`src/rtl/mult8_seq_pkg.sv`:
```
// Shared types and constants for the 8x8 sequential multiplier controller.
package mult8_seq_pkg;

  localparam int NIB_W  = 4;
  localparam int PROD_W = 16;

  typedef enum logic [1:0] {
    IDLE = 2'd0,
    MUL  = 2'd1,
    DONE = 2'd2
  } state_e;

  typedef logic [1:0] step_t;

  localparam logic [3:0] SHIFT_S0 = 4'd0;
  localparam logic [3:0] SHIFT_S1 = 4'd4;
  localparam logic [3:0] SHIFT_S2 = 4'd4;
  localparam logic [3:0] SHIFT_S3 = 4'd8;

  // Left shift applied to the core's partial product for a given step.
  function automatic logic [3:0] step_shift(input step_t s);
    logic [3:0] sh;
    case (s)
      2'd0:    sh = SHIFT_S0;
      2'd1:    sh = SHIFT_S1;
      2'd2:    sh = SHIFT_S2;
      default: sh = SHIFT_S3;
    endcase
    return sh;
  endfunction

endpackage

```
`src/rtl/mult8_seq_ctrl_nibble_mult4.sv`:
```
// Combinational 4x4 -> 8-bit unsigned array multiplier: AND partial products
// reduced by rows of ripple adders (first cell of each row is a half adder).
module nibble_mult4
  import mult8_seq_pkg::*;
(
  input  logic [NIB_W-1:0]   a_i,
  input  logic [NIB_W-1:0]   b_i,
  output logic [2*NIB_W-1:0] p_o
);

  // One full-adder cell: returns {carry, sum}.
  function automatic logic [1:0] full_add(input logic x, input logic y, input logic c);
    return {(x & y) | (x & c) | (y & c), x ^ y ^ c};
  endfunction

  logic [NIB_W-1:0] row_s;
  logic             row_c;
  logic [NIB_W-1:0] row_x;
  logic             carry;
  logic [1:0]       fa_r;

  // Accumulate partial-product rows; each row retires one low product bit.
  always_comb begin
    p_o   = '0;
    row_s = a_i & {NIB_W{b_i[0]}};
    row_c = 1'b0;
    row_x = '0;
    carry = 1'b0;
    fa_r  = '0;
    p_o[0] = row_s[0];
    for (int i = 1; i < NIB_W; i++) begin
      row_x = {row_c, row_s[NIB_W-1:1]};
      carry = 1'b0;
      for (int j = 0; j < NIB_W; j++) begin
        fa_r     = full_add(row_x[j], a_i[j] & b_i[i], carry);
        row_s[j] = fa_r[0];
        carry    = fa_r[1];
      end
      row_c  = carry;
      p_o[i] = row_s[0];
    end
    p_o[2*NIB_W-1:NIB_W] = {row_c, row_s[NIB_W-1:1]};
  end

endmodule

```
`src/rtl/mult8_seq_ctrl.sv`:
```
// 8x8 -> 16-bit multiplier that time-multiplexes one 4x4 core over four steps.
// Optional build macro: SIGNED_MULT_EN (two's complement operands, sign applied
// to the magnitude product on entry to DONE).
module mult8_seq_ctrl
  import mult8_seq_pkg::*;
#(
  parameter int unsigned WAIT_STATES = 0
) (
  input  logic              clk,
  input  logic              rst,
  input  logic              in_valid,
  output logic              in_ready,
  input  logic [7:0]        in_a,
  input  logic [7:0]        in_b,
  output logic              out_valid,
  input  logic              out_ready,
  output logic [PROD_W-1:0] out_p,
  output logic              busy
);

  localparam logic [1:0] WAIT_LAST = 2'(WAIT_STATES);

  state_e            state_q, state_d;
  step_t             step_q, step_d;
  logic [1:0]        wait_q, wait_d;
  logic [PROD_W-1:0] acc_q, acc_d;
  logic [7:0]        op_a_q, op_a_d, op_b_q, op_b_d;
  logic [PROD_W-1:0] out_p_q, out_p_d;
  logic              out_valid_q, out_valid_d;

  logic [NIB_W-1:0]   core_a_nib, core_b_nib;
  logic [2*NIB_W-1:0] core_p;
  logic [PROD_W-1:0]  step_sum, final_p;
  logic [7:0]         accept_a, accept_b;

`ifdef SIGNED_MULT_EN
  logic sign_q, sign_d;

  function automatic logic [7:0] mag8(input logic [7:0] x);
    return x[7] ? 8'(~x + 8'd1) : x;
  endfunction

  assign accept_a = mag8(in_a);
  assign accept_b = mag8(in_b);
  assign final_p  = (sign_q && (step_sum != '0)) ? 16'(16'd0 - step_sum) : step_sum;
`else
  assign accept_a = in_a;
  assign accept_b = in_b;
  assign final_p  = step_sum;
`endif

  // Route operand nibbles to the core; stable for the whole step.
  always_comb begin
    core_a_nib = step_q[0] ? op_a_q[7:4] : op_a_q[3:0];
    core_b_nib = step_q[1] ? op_b_q[7:4] : op_b_q[3:0];
  end

  nibble_mult4 u_core (
    .a_i (core_a_nib),
    .b_i (core_b_nib),
    .p_o (core_p)
  );

  assign step_sum  = acc_q + (16'(core_p) << step_shift(step_q));
  assign in_ready  = (state_q == IDLE) && !rst;
  assign busy      = (state_q != IDLE);
  assign out_valid = out_valid_q;
  assign out_p     = out_p_q;

  // Next-state and datapath control for IDLE -> MUL -> DONE.
  always_comb begin
    state_d     = state_q;
    step_d      = step_q;
    wait_d      = wait_q;
    acc_d       = acc_q;
    op_a_d      = op_a_q;
    op_b_d      = op_b_q;
    out_p_d     = out_p_q;
    out_valid_d = out_valid_q;
`ifdef SIGNED_MULT_EN
    sign_d      = sign_q;
`endif
    case (state_q)
      IDLE: begin
        if (in_valid) begin
          op_a_d  = accept_a;
          op_b_d  = accept_b;
`ifdef SIGNED_MULT_EN
          sign_d  = in_a[7] ^ in_b[7];
`endif
          acc_d   = '0;
          step_d  = '0;
          wait_d  = '0;
          state_d = MUL;
        end
      end
      MUL: begin
        if (wait_q == WAIT_LAST) begin
          acc_d  = step_sum;
          wait_d = '0;
          step_d = step_q + 2'd1;
          if (step_q == 2'd3) begin
            out_p_d     = final_p;
            out_valid_d = 1'b1;
            state_d     = DONE;
          end
        end else begin
          wait_d = wait_q + 2'd1;
        end
      end
      DONE: begin
        if (out_ready) begin
          out_valid_d = 1'b0;
          state_d     = IDLE;
        end
      end
      default: state_d = IDLE;
    endcase
  end

  // State register with asynchronous abort to idle.
  always_ff @(posedge clk or posedge rst) begin
    if (rst) begin
      state_q     <= IDLE;
      step_q      <= '0;
      wait_q      <= '0;
      acc_q       <= '0;
      op_a_q      <= '0;
      op_b_q      <= '0;
      out_p_q     <= '0;
      out_valid_q <= 1'b0;
`ifdef SIGNED_MULT_EN
      sign_q      <= 1'b0;
`endif
    end else begin
      state_q     <= state_d;
      step_q      <= step_d;
      wait_q      <= wait_d;
      acc_q       <= acc_d;
      op_a_q      <= op_a_d;
      op_b_q      <= op_b_d;
      out_p_q     <= out_p_d;
      out_valid_q <= out_valid_d;
`ifdef SIGNED_MULT_EN
      sign_q      <= sign_d;
`endif
    end
  end

endmodule

```
`config.mk`:
```
export PLATFORM = sky130hd
export DESIGN_NAME = mult8_seq_ctrl
export DESIGN_NICKNAME = d
export VERILOG_FILES = /design/src/rtl/mult8_seq_pkg.sv /design/src/rtl/mult8_seq_ctrl_nibble_mult4.sv /design/src/rtl/mult8_seq_ctrl.sv
export SDC_FILE = /design/constraint.sdc
export NUM_CORES = 1
export LEC_CHECK = 0
export ABC_AREA = 1
export BUFFER_PORTS_ARGS = -buffer_cell sky130_fd_sc_hd__buf_2
export CAP_MARGIN = 30
export CELL_PAD_IN_SITES_DETAIL_PLACEMENT = 0
export CELL_PAD_IN_SITES_GLOBAL_PLACEMENT = 1
export CORE_ASPECT_RATIO = 2
export CORE_UTILIZATION = 43
export DETAILED_ROUTE_END_ITERATION = 6
export GPL_TIMING_DRIVEN = 0
export PLACE_DENSITY_LB_ADDON = 0.2
export SLEW_MARGIN = 10
export SYNTH_ARGS = -nofsm -noshare
export SYNTH_HDL_FRONTEND = slang
export SYNTH_HIERARCHICAL = 1
export SYNTH_SLANG_ARGS = --single-unit
```
`constraint.sdc`:
```
create_clock -name clk -period 7 [get_ports clk]
set_input_delay 0.7 -clock clk [delete_from_list [all_inputs] [get_ports clk]]
set_output_delay 0.7 -clock clk [all_outputs]
set_load 0.01 [all_outputs]
```
# [Word level (Yosys, flattened, before mapping)]
# Cells that the tools add are included.
[word_totals] ff_bits=55 latchBits=0 mem_bits_rw=0 mem_bits_ro=0 inputBits=20 output_inout_bits=19 memories=0
[op_classes] add_sub_neg=3 multipliers=0 n_div=0 n_lt_le_gt_ge=0 eq_ne=9 shifts=1 mux=20 bitwise=77 n_reduce_logical=15
[op_table] operator="$and A1 B1 Y1" n=40
[op_table] operator="$mux W16" n=2
[op_table] operator="$pmux W16 S2" n=1
[op_table] operator="$xor A1 B1 Y1" n=20
[op_table] operator="$add A16 B16 Y16" n=1
[op_table] operator="$or A1 B1 Y1" n=16
[op_table] operator="$shl A8 B4 Y16" n=1
[op_table] operator="$mux W2" n=7
[op_table] operator="$mux W4" n=2
[op_table] operator="$ne A2 B2 Y1 const B" n=4
[op_table] operator="$pmux W2 S2" n=2
[op_table] operator="$pmux W4 S2" n=1
[op_table] operator="$reduce_and A4 Y1" n=2
[op_table] operator="$eq A2 B2 Y1 const B" n=3
[op_table] operator="$logic_not A2 Y1" n=3
[op_table] operator="$pmux W2 S3" n=1
[op_table] operator="$reduce_and A3 Y1" n=2
[op_table] operator="$reduce_bool A2 Y1" n=3
[op_table] operator="$add A2 B1 Y2 const B" n=2
[op_table] operator="$and A4 B4 Y4" n=1
[op_table] operator="$eq A2 B1 Y1 const B" n=2
[op_table] operator="$reduce_and A2 Y1" n=2
[op_table] operator="$mux W1" n=3
[op_table] operator="$pmux W1 S2" n=1
[op_table] operator="other kinds (3)" n=3

# [Logic depth before layout (Yosys ltp)]
# Gate-level depths: netlist of run 1.
[logic_depth] word_depth=25 depth_mapped=34 mapped_depth_nobuf=32

# [Cells and area by module]
# The synthesis of run 1 kept the hierarchy.
[modules_own_cells] mod="mult8_seq_ctrl" instances=1 cells_each=456 area_each_um2=3379.5 seq_area_each_um2=1376.3
[modules_own_cells] mod="nibble_mult4" instances=1 cells_each=52 area_each_um2=364.1 seq_area_each_um2=0.0

# [Worst setup path after synthesis of run 1]
# Ideal clock, no wire load.
[synth_path] kind="reg2reg" start="reg step_q[0]" end="reg acc_q[13]" arrival_ns=5.313 required_ns=6.883 setup_slack_ns=1.570 path_stages_with_launch=31 synth_period_minus_slack_ns=5.430 path_cell_list="dfrtp_1 clkbuf_1 o21ai_0 nand2_1 inv_1 ha_1 fa_1 inv_1 fa_1 inv_1 fa_1 inv_1 fa_1 fa_1 fa_1 fa_1 inv_1 buf_4 inv_1 o21ai_0 inv_1 nor2_1 ha_1 nand2_1 inv_1 nand2_1 nand2_1 a21oi_1 nand3_1 nand3_1 nand2_1"
[synth_via] elab_chain_len=25 word_cells_on_any_way=87 classes_between="add/sub: 1; eq/ne: 2; shift: 1; mux: 4; bitwise: 77; reduce/logical: 2"
[synth_rtl] item="start, declared" line_no="mult8_seq_ctrl.sv:24" rtl="step_t step_q, step_d;"
[synth_rtl] item="start signal, assigned" line_no="mult8_seq_ctrl.sv:137" rtl="step_q <= step_d;"
[synth_rtl] item="$mux W4 (*)" line_no="mult8_seq_ctrl.sv:54" rtl="core_a_nib = step_q[0] ? op_a_q[7:4] : op_a_q[3:0];"
[synth_rtl] item="named net core_a_nib[1]" line_no="mult8_seq_ctrl.sv:31" rtl="logic [NIB_W-1:0] core_a_nib, core_b_nib;"
[synth_rtl] item="$and A4 B4 Y4" line_no="mult8_seq_ctrl_nibble_mult4.sv:25" rtl="row_s = a_i & {NIB_W{b_i[0]}};"
[synth_rtl] item="$and A1 B1 Y1 (2 in series)" line_no="mult8_seq_ctrl_nibble_mult4.sv:13" rtl="return {(x & y) | (x & c) | (y & c), x ^ y ^ c};"
[synth_rtl] item="$or A1 B1 Y1 (2 in series)" line_no="mult8_seq_ctrl_nibble_mult4.sv:13"
[synth_rtl] item="$and A1 B1 Y1" line_no="mult8_seq_ctrl_nibble_mult4.sv:13"
[synth_rtl] item="$or A1 B1 Y1 (2 in series)" line_no="mult8_seq_ctrl_nibble_mult4.sv:13"
[synth_rtl] item="$xor A1 B1 Y1 (3 in series)" line_no="mult8_seq_ctrl_nibble_mult4.sv:13"
[synth_rtl] item="[... 6 more ...]"
[synth_rtl] item="$and A1 B1 Y1" line_no="mult8_seq_ctrl_nibble_mult4.sv:13"
[synth_rtl] item="$or A1 B1 Y1" line_no="mult8_seq_ctrl_nibble_mult4.sv:13"
[synth_rtl] item="$or A1 B1 Y1 (*)" line_no="mult8_seq_ctrl_nibble_mult4.sv:13"
[synth_rtl] item="named net u_core.carry" line_no="mult8_seq_ctrl_nibble_mult4.sv:19" rtl="logic carry;"
[synth_rtl] item="$shl A8 B4 Y16 (*)" line_no="mult8_seq_ctrl.sv:64" rtl="assign step_sum = acc_q + (16'(core_p) << step_shift(step_q));"
[synth_rtl] item="$add A16 B16 Y16 (*)" line_no="mult8_seq_ctrl.sv:64"
[synth_rtl] item="$mux W16 (*)" line_no="mult8_seq_ctrl.sv:98" rtl="if (wait_q == WAIT_LAST) begin"
[synth_rtl] item="$pmux W16 S2 (*)" line_no="mult8_seq_ctrl.sv:83" rtl="case (state_q)"
[synth_rtl] item="end signal, assigned" line_no="mult8_seq_ctrl.sv:127" rtl="acc_q <= '0;"
[synth_rtl] item="end signal, assigned" line_no="mult8_seq_ctrl.sv:139" rtl="acc_q <= acc_d;"
[synth_rtl] item="end, declared" line_no="mult8_seq_ctrl.sv:26" rtl="logic [PROD_W-1:0] acc_q, acc_d;"
# Mark *: on every way through the listed nets, which the timed path passes. The rest lies on a longest branch. The select of a mux whose other input is x is not followed.
# A chain may end at the register's enable or synchronous reset.

# [Worst setup path in the final report of run 1]
[layout_path] start="reg step_q[1]" end="reg out_p_q[14] (netlist: out_p[14])"
[layout_via] elab_chain_len=23 word_cells_on_any_way=87 classes_between="add/sub: 1; eq/ne: 3; shift: 1; mux: 2; bitwise: 77; reduce/logical: 3"
[layout_rtl] item="$mux W4 (*)" line_no="mult8_seq_ctrl.sv:55" rtl="core_b_nib = step_q[1] ? op_b_q[7:4] : op_b_q[3:0];"
[layout_rtl] item="named net core_b_nib[1]" line_no="mult8_seq_ctrl.sv:31"
[layout_rtl] item="$and A1 B1 Y1" line_no="mult8_seq_ctrl_nibble_mult4.sv:35" rtl="fa_r = full_add(row_x[j], a_i[j] & b_i[i], carry);"
[layout_rtl] item="$and A1 B1 Y1 (2 in series)" line_no="mult8_seq_ctrl_nibble_mult4.sv:13"
[layout_rtl] item="$or A1 B1 Y1 (2 in series)" line_no="mult8_seq_ctrl_nibble_mult4.sv:13"
[layout_rtl] item="$and A1 B1 Y1" line_no="mult8_seq_ctrl_nibble_mult4.sv:13"
[layout_rtl] item="$or A1 B1 Y1 (2 in series)" line_no="mult8_seq_ctrl_nibble_mult4.sv:13"
[layout_rtl] item="$xor A1 B1 Y1 (3 in series)" line_no="mult8_seq_ctrl_nibble_mult4.sv:13"
[layout_rtl] item="[... 3 more ...]"
[layout_rtl] item="$and A1 B1 Y1" line_no="mult8_seq_ctrl_nibble_mult4.sv:13"
[layout_rtl] item="$or A1 B1 Y1 (2 in series)" line_no="mult8_seq_ctrl_nibble_mult4.sv:13"
[layout_rtl] item="$and A1 B1 Y1" line_no="mult8_seq_ctrl_nibble_mult4.sv:13"
[layout_rtl] item="$or A1 B1 Y1" line_no="mult8_seq_ctrl_nibble_mult4.sv:13"
[layout_rtl] item="$or A1 B1 Y1 (*)" line_no="mult8_seq_ctrl_nibble_mult4.sv:13"
[layout_rtl] item="named net u_core.carry" line_no="mult8_seq_ctrl_nibble_mult4.sv:19"
[layout_rtl] item="$shl A8 B4 Y16 (*)" line_no="mult8_seq_ctrl.sv:64"
[layout_rtl] item="$add A16 B16 Y16 (*)" line_no="mult8_seq_ctrl.sv:64"
[layout_rtl] item="end signal, assigned" line_no="mult8_seq_ctrl.sv:142" rtl="out_p_q <= out_p_d;"
[layout_rtl] item="end, declared" line_no="mult8_seq_ctrl.sv:28" rtl="logic [PROD_W-1:0] out_p_q, out_p_d;"
# Mark *: on every way through the listed nets, which the timed path passes. The rest lies on a longest branch.

==> impl_results.md, run 1 <==
* Placer Congestion at 0.872
* Die ar. at 9110 µm²
* Final setup TNS at 0 ps
* Via count at 3,236
* Area of the mapped netlist at 3740 µm²
* Final Cycle Share at 90.4%
* Worst slew pin tran at 643 ps
* Maxcap violations at 0
* Post-detail-place hpwl at 7380 µm
* Die Ht at 134 µm
* Root Driver: clkbuf_16
* RSZ-0062 raised after global routing: false
* Starting Density at 44.8%
* Critical Path RT at 7200 ps
* Yosys warnings at 6
* Port Buffers at 38
* Minimum clock period at 6330 ps
* Floorplan row count at 47
* Number of synthesized flops with an enable pin at 0
* CP Max Fanout at 9
* Final WL at 9120 µm
* Share of the yosys chip area belonging to registers at 36.8%
* Highest Clock Rate at 0.158 GHz
* Vias in the first global route at 3,213
* Worst setup SP type: register
* Final setup vio count at 0
* Post-synth top area share at 36.8%
* Post-CTS Setup Inserts at 0
* Number of synthesized register bits at 55
* Hold Buf Count CTS at 0
* Cts bufs inserted at 5
* WS Path Type: register to register
* Most frequent cells after synthesis: nand2_1 (183), inv_1 (87), dfrtp_1 (55)
* DR vias/cell at 4.97
* Top-count cell post-synth: nand2_1
* Slew headroom at 56.7%
* Avg WL per Cell at 14.0 µm
* Number of antenna diodes at 0
* Reg2reg start: step_q[1]$_DFFE_PP0P_
* Die Span X at 68.0 µm
* First-pass GRT wire length at 15,000 µm
* First drt pass iteration count at 4
* Worst Setup SP: step_q[1]$_DFFE_PP0P_
* Final Hold Fails at 0
* Avg Synthesized Cell Area at 7.37 µm²
* Area growth, synth to finish at 12.3%
* Share of cells above drive strength 1 at 13.7%
* CTS tree: done
* Resized cells post-CTS at 0
* Ys flop type: dfrtp_1
* Slowest-stage cell, CP: o21ai_0
* Worst-case clock skew at 10.8 ps
* Worst path max stage delay at 570 ps
* IO Pins at 39
* Gr usage total at 22.4%
* Synth top area cells: dfrtp_1 (37%), nand2_1 (18%), inv_1 (8.7%)
* Clk pin slew, worst setup/hold paths at 70 ps
* Area of the core at 8350 µm²
* Largest net degree at the start of global routing at 32
* Final #Nets at 605
* Unique masters post-synth at 33
* Class of the worst hold path: input port to asynchronous set/reset pin
* Slew Limit Fails at 0
* Initial antenna violation count at 0
* DRC at 0
* Antenna-violating nets left at 0
* Crit path capture type: register
* Outcome: finished clean
* H-tree depth at 2
* Remaining Overflow, GRT at 0
* Crit path DAT at 6520 ps
* DR iter-0 viols at 133
* Syn Inst Count at 508
* Clock Latency Late Sink at 300 ps
* Net Count, Synth at 559
* Cell accounting for the most synthesized area: dfrtp_1
* Post-synth ARST share at 100%
* Fillers at 886
* Clock buffer depth at 2
* CTS sink count at 55
==> cell type report <==
cell class | instances | area, µm² | share of cell area, %
Inverter | 91 | 349 | 8.30
Buffer | 12 | 86.3 | 2.05
Tap cell | 98 | 123 | 2.92
Timing Repair Buffer | 39 | 210 | 5.00
Multi-Input combinational cell | 350 | 1930 | 45.9
Sequential cell | 55 | 1380 | 32.7
Clock buffer | 6 | 129 | 3.06
==> placed cells by master (no fill, tap or decap), drive strengths merged <==
master,instances
a21oi,15
and2,1
buf,48
clkbuf,9
dfrtp,55
fa,9
ha,22
inv,91
mux2,8
nand2,185
nand3,23
nand3b,5
nand4,1
nor2,34
nor3,3
o21ai,33
o22ai,1
o31ai,1
or2,4
xnor2,4
xor2,1
==> cell families after synthesis <==
| logic type | synth area share (%) |
|---|---|
| AOI/OAI and AO/OA | 7.12 |
| xor gates and xnor gates | 1.17 |
| adders and majority gates | 12.2 |
| buffers and inverters | 11.6 |
| DFF | 36.8 |
| muxes | 2.61 |
| and+or+nand+nor | 28.5 |
==> stage by stage <==
stage	hold WS [ps]	utilization (%)	cells	worst slack (ps)	area [µm²]
2_1_floorplan	448	-	508	1570	3740
3_3_place_gp	460	48.6	644	727	4060
4_1_cts	481	50.4	651	670	4210
3_5_place_dp	461	48.8	645	670	4080
5_1_grt	503	50.4	651	161	4210
6_report	462	50.4	651	672	4210
==> critical path, delay by kind of cell, from the launching register on <==
family          cells  cell delay (ps)
flops               1              380
fa+ha+maj           9             3140
simple gates        9              820
buf+inv             9              710
compound gates      3             1170
==> registers in the layout, summed over array words and instances (netlist names) <==
name       count
acc_q         16
out_p         16
op_a_q         8
op_b_q         8
state_q        2
step_q         2
wait_q         2
out_valid      1
==> path summary, 6_finish.rpt <==
kind	endpoint	slack, ps	depth (start not counted)
worst max-delay path	out_p[14]$_DFFE_PP0P_	670	30
worst min-delay path	out_p[9]$_DFFE_PP0P_	460	2
worst max register to register	out_p[14]$_DFFE_PP0P_	670	30
worst min register to register	out_p[10]$_DFFE_PP0P_	480	2
max in group asynchronous	acc_q[1]$_DFFE_PP0P_	5960	3
min in group clk	out_p[10]$_DFFE_PP0P_	480	2
==> layer usage <==
layer  vias up  track usage, %  wire [µm]
met5         -               0          0
met4         0            11.9        403
met3        25            2.72        182
met2        55            43.0       5310
met1      1513            21.1       3230
li1       1643               -          -
Power of run 1 is left out: the tool's default activity adds up to more than one toggle a clock period on the data nets, which glitch-free logic cannot reach.
==> inputs of run 2 (changes only) <==
ABC_AREA = unset   (was 1)
CORE_UTILIZATION = 45   (was 43)
GPL_ROUTABILITY_DRIVEN = 0   (was unset)
==> impl_results.md, run 2 <==
* Die Ht at 124 µm (-7.1%)
* Initial antenna violation count at 0 (unchanged)
* Die ar. at 7870 µm² (-14%)
* Number of antenna diodes at 0 (unchanged)
* Vias in the first global route at 2,685 (-16%)
* Number of synthesized flops with an enable pin at 0 (unchanged)
* CP Max Fanout at 7 (-2)
* Final Cycle Share at 93.9% (+3.5 points)
* Net Count, Synth at 382 (-32%)
* Hold Path Stages at 2
* Antenna-violating nets left at 0 (unchanged)
* Multiplexer share of the synthesized area at 9.90% (+7.3 points)
* DRC at 0 (unchanged)
* Area of the core at 7270 µm² (-13%)
* Area of the multi-input gates at 1860 µm² (-3.6%)
* Final WL at 7590 µm (-17%)
* Fillers at 712 (-20%)
* Remaining Overflow, GRT at 0 (unchanged)
* Class of the worst hold path: register to register
* Post-Synth Simple-Gate Area at 13.5% (-15 points)
* Reg-to-reg slack, setup at 430 ps (-240 ps)
* Hold endpoint: out_p[8]$_DFFE_PP0P_
* Resized cells post-CTS at 0 (unchanged)
* DR iter-0 viols at 90 (-32%)
* Most used routing layer: met2
* WS Path Type: register to register
* RSZ-0062 raised after global routing: false
* Gr usage total at 21.4% (-1.0 points)
* Crit path capture type: register
* Post-CTS Setup Inserts at 0 (unchanged)
* Number of synthesized register bits at 55 (unchanged)
* H-tree depth at 2 (unchanged)
* Unique masters post-synth at 44 (+33%)
* Yosys warnings at 6 (unchanged)
* Final setup vio count at 0 (unchanged)
* Port Buffers at 38 (unchanged)
* Share of the yosys chip area belonging to registers at 40.8% (+4.0 points)
* Die Span X at 63.2 µm (-7.0%)
* Slew headroom at 54.5% (-2.2 points)
* Critical Path RT at 7170 ps (-30 ps)
* Reg2reg start: step_q[0]$_DFFE_PP0P_
* Hold_sp: out_p[8]$_DFFE_PP0P_
* Minimum clock period at 6570 ps (+243 ps)
* Post-synth top area share at 40.8% (+4.0 points)
* Setup slack after layout at 429 ps (-243 ps)
* Worst slew pin tran at 679 ps (+35.5 ps)
* CTS sink count at 55 (unchanged)
* Largest net degree at the start of global routing at 29 (-9.4%)
* Via count at 2,527 (-22%)
* Synth top area cells: dfrtp_1 (41%), mux2_2 (8.7%), ha_1 (8.2%)
* Largest family of logic cells by synthesized area: compound AO/OA/AOI/OAI gates
* Hold Buf Count CTS at 0 (unchanged)
* Starting Density at 46.4% (+1.6 points)
* Synth Area in XOR/XNOR at 3.64% (+2.5 points)
* Post-detail-place hpwl at 6070 µm (-18%)
* Avg Synthesized Cell Area at 10.2 µm² (+38%)
* Floorplan row count at 44 (-6.4%)
* Final Hold Fails at 0 (unchanged)
* Worst setup SP type: register
* Root Driver: clkbuf_16
* Avg WL per Cell at 16.1 µm (+15%)
* Final #Nets at 428 (-29%)
* Ys flop type: dfrtp_1
* IO Pins at 39 (unchanged)
* Syn Inst Count at 331 (-35%)
* Clock buffer depth at 2 (unchanged)
* Outcome: finished clean
* First-pass GRT wire length at 12,600 µm (-16%)
* Most frequent cells after synthesis: dfrtp_1 (55), nand2_1 (48), o21ai_0 (27)
* Commonest non-fill, non-tap cells in the layout: dfrtp_1 (55), nand2_1 (48), buf_2 (41), o21ai_0 (27), mux2_2 (26)
* Compound-gate portion of the synthesized area at 14.6% (+7.5 points)
* Slew Limit Fails at 0 (unchanged)
* Post-synth ARST share at 100% (unchanged)
* DR vias/cell at 5.38 (+8.2%)
* Worst reg2reg path endpoint: out_p[14]$_DFFE_PP0P_
* Worst R2R Path Depth at 23 (-23%)
* Final core utilization at 52.8% (+2.5 points)
* Met3 usage at 3.21% (+0.48 points)
* Top-count cell post-synth: dfrtp_1
* Share of cells above drive strength 1 at 23.3% (+9.5 points)
* Highest Clock Rate at 0.152 GHz (-3.7%)
* Area growth, synth to finish at 13.8%
* Most common cell after layout, fill and taps aside: dfrtp_1
* First drt pass iteration count at 4 (unchanged)
* Placement Setup Slack at 441 ps (-229 ps)
* Clock Latency Late Sink at 300 ps (about the same)
* Met2 Use GR at 41.0% (-2.0 points)
* Sequential cell area at 1380 µm² (unchanged)
* Adder-Cell Fraction of Synth Area at 13.5% (+1.3 points)
* Cts bufs inserted at 5 (unchanged)
* Maxcap violations at 0 (unchanged)
* Area of the mapped netlist at 3370 µm² (-9.9%)
* Crit path DAT at 6740 ps (+220 ps)
* Global routing usage on met1 at 20.5% (-0.66 points)
* Cell accounting for the most synthesized area: dfrtp_1
* Clk pin slew, worst setup/hold paths at 80 ps (about the same)
* Worst-case clock skew at 12.0 ps (+1.21 ps)
* Final setup TNS at 0 ps (unchanged)
* CTS tree: done
-- run 2: final cells by class --
class                           count  area share, %
Inverter                           23           2.25
Sequential cell                    55           35.8
Clock inverter                      2          0.326
Multi-Input combinational cell    244           48.5
Timing Repair Buffer               39           5.47
Clock buffer                        6           3.36
Buffer                              9           1.27
Tap cell                           92           3.00
-- run 2: worst max-delay path: stages (launching register included) --
cell      delay [ps]
dfrtp_1          530
mux2_2           420
and2_1           170
ha_1             200
fa_1             350
inv_1             70
fa_1             400
inv_1             90
fa_1             170
inv_1             50
fa_1             460
fa_1             460
fa_1             410
fa_1             500
inv_1             50
mux2i_1          270
nor2_1           130
ha_1             250
a21oi_1          260
nand2_1           80
a211oi_1         590
o31ai_1          200
xnor2_1          230
o21ai_0          100
-- run 2: cell families (layout without fill, tap and decap cells) --
logic type / after synthesis / in the layout
DFF: 55 / 55
xor gates and xnor gates: 14 / 14
and+or+nand+nor: 95 / 95
muxes: 30 / 30
AOI/OAI and AO/OA: 74 / 74
adders and majority gates: 31 / 31
buffers and inverters: 32 / 79
-- run 2: metrics by stage --
step	hold slack (ps)	cell area (µm²)	std cells
floorplan	452	3370	331
CTS	482	3840	470
detailed placement	466	3700	462
finish	474	3840	470
global route	508	3840	470
global placement	455	3680	461
-- run 2: how the worst max path moves through the flow --
stage                     cells after the start                   from               endpoint  slack [ps]
after global placement                       23  step_q[0]$_DFFE_PP0P_  out_p[14]$_DFFE_PP0P_         520
after detailed placement                     23  step_q[0]$_DFFE_PP0P_  out_p[14]$_DFFE_PP0P_         440
after floorplan                              21  step_q[0]$_DFFE_PP0P_  acc_q[15]$_DFFE_PP0P_        1330
after global routing                         23  step_q[1]$_DFFE_PP0P_  out_p[14]$_DFFE_PP0P_         210
after CTS                                    23  step_q[0]$_DFFE_PP0P_  out_p[14]$_DFFE_PP0P_         450
final                                        23  step_q[0]$_DFFE_PP0P_  out_p[14]$_DFFE_PP0P_         430
-- run 2: metal layers --
layer	share of wire [%]	vias up
met5	0	-
met4	4.6	0
met3	2.0	20
met2	57	45
met1	36	1232
li1	-	1230
Power of run 2 is left out for the same reason.
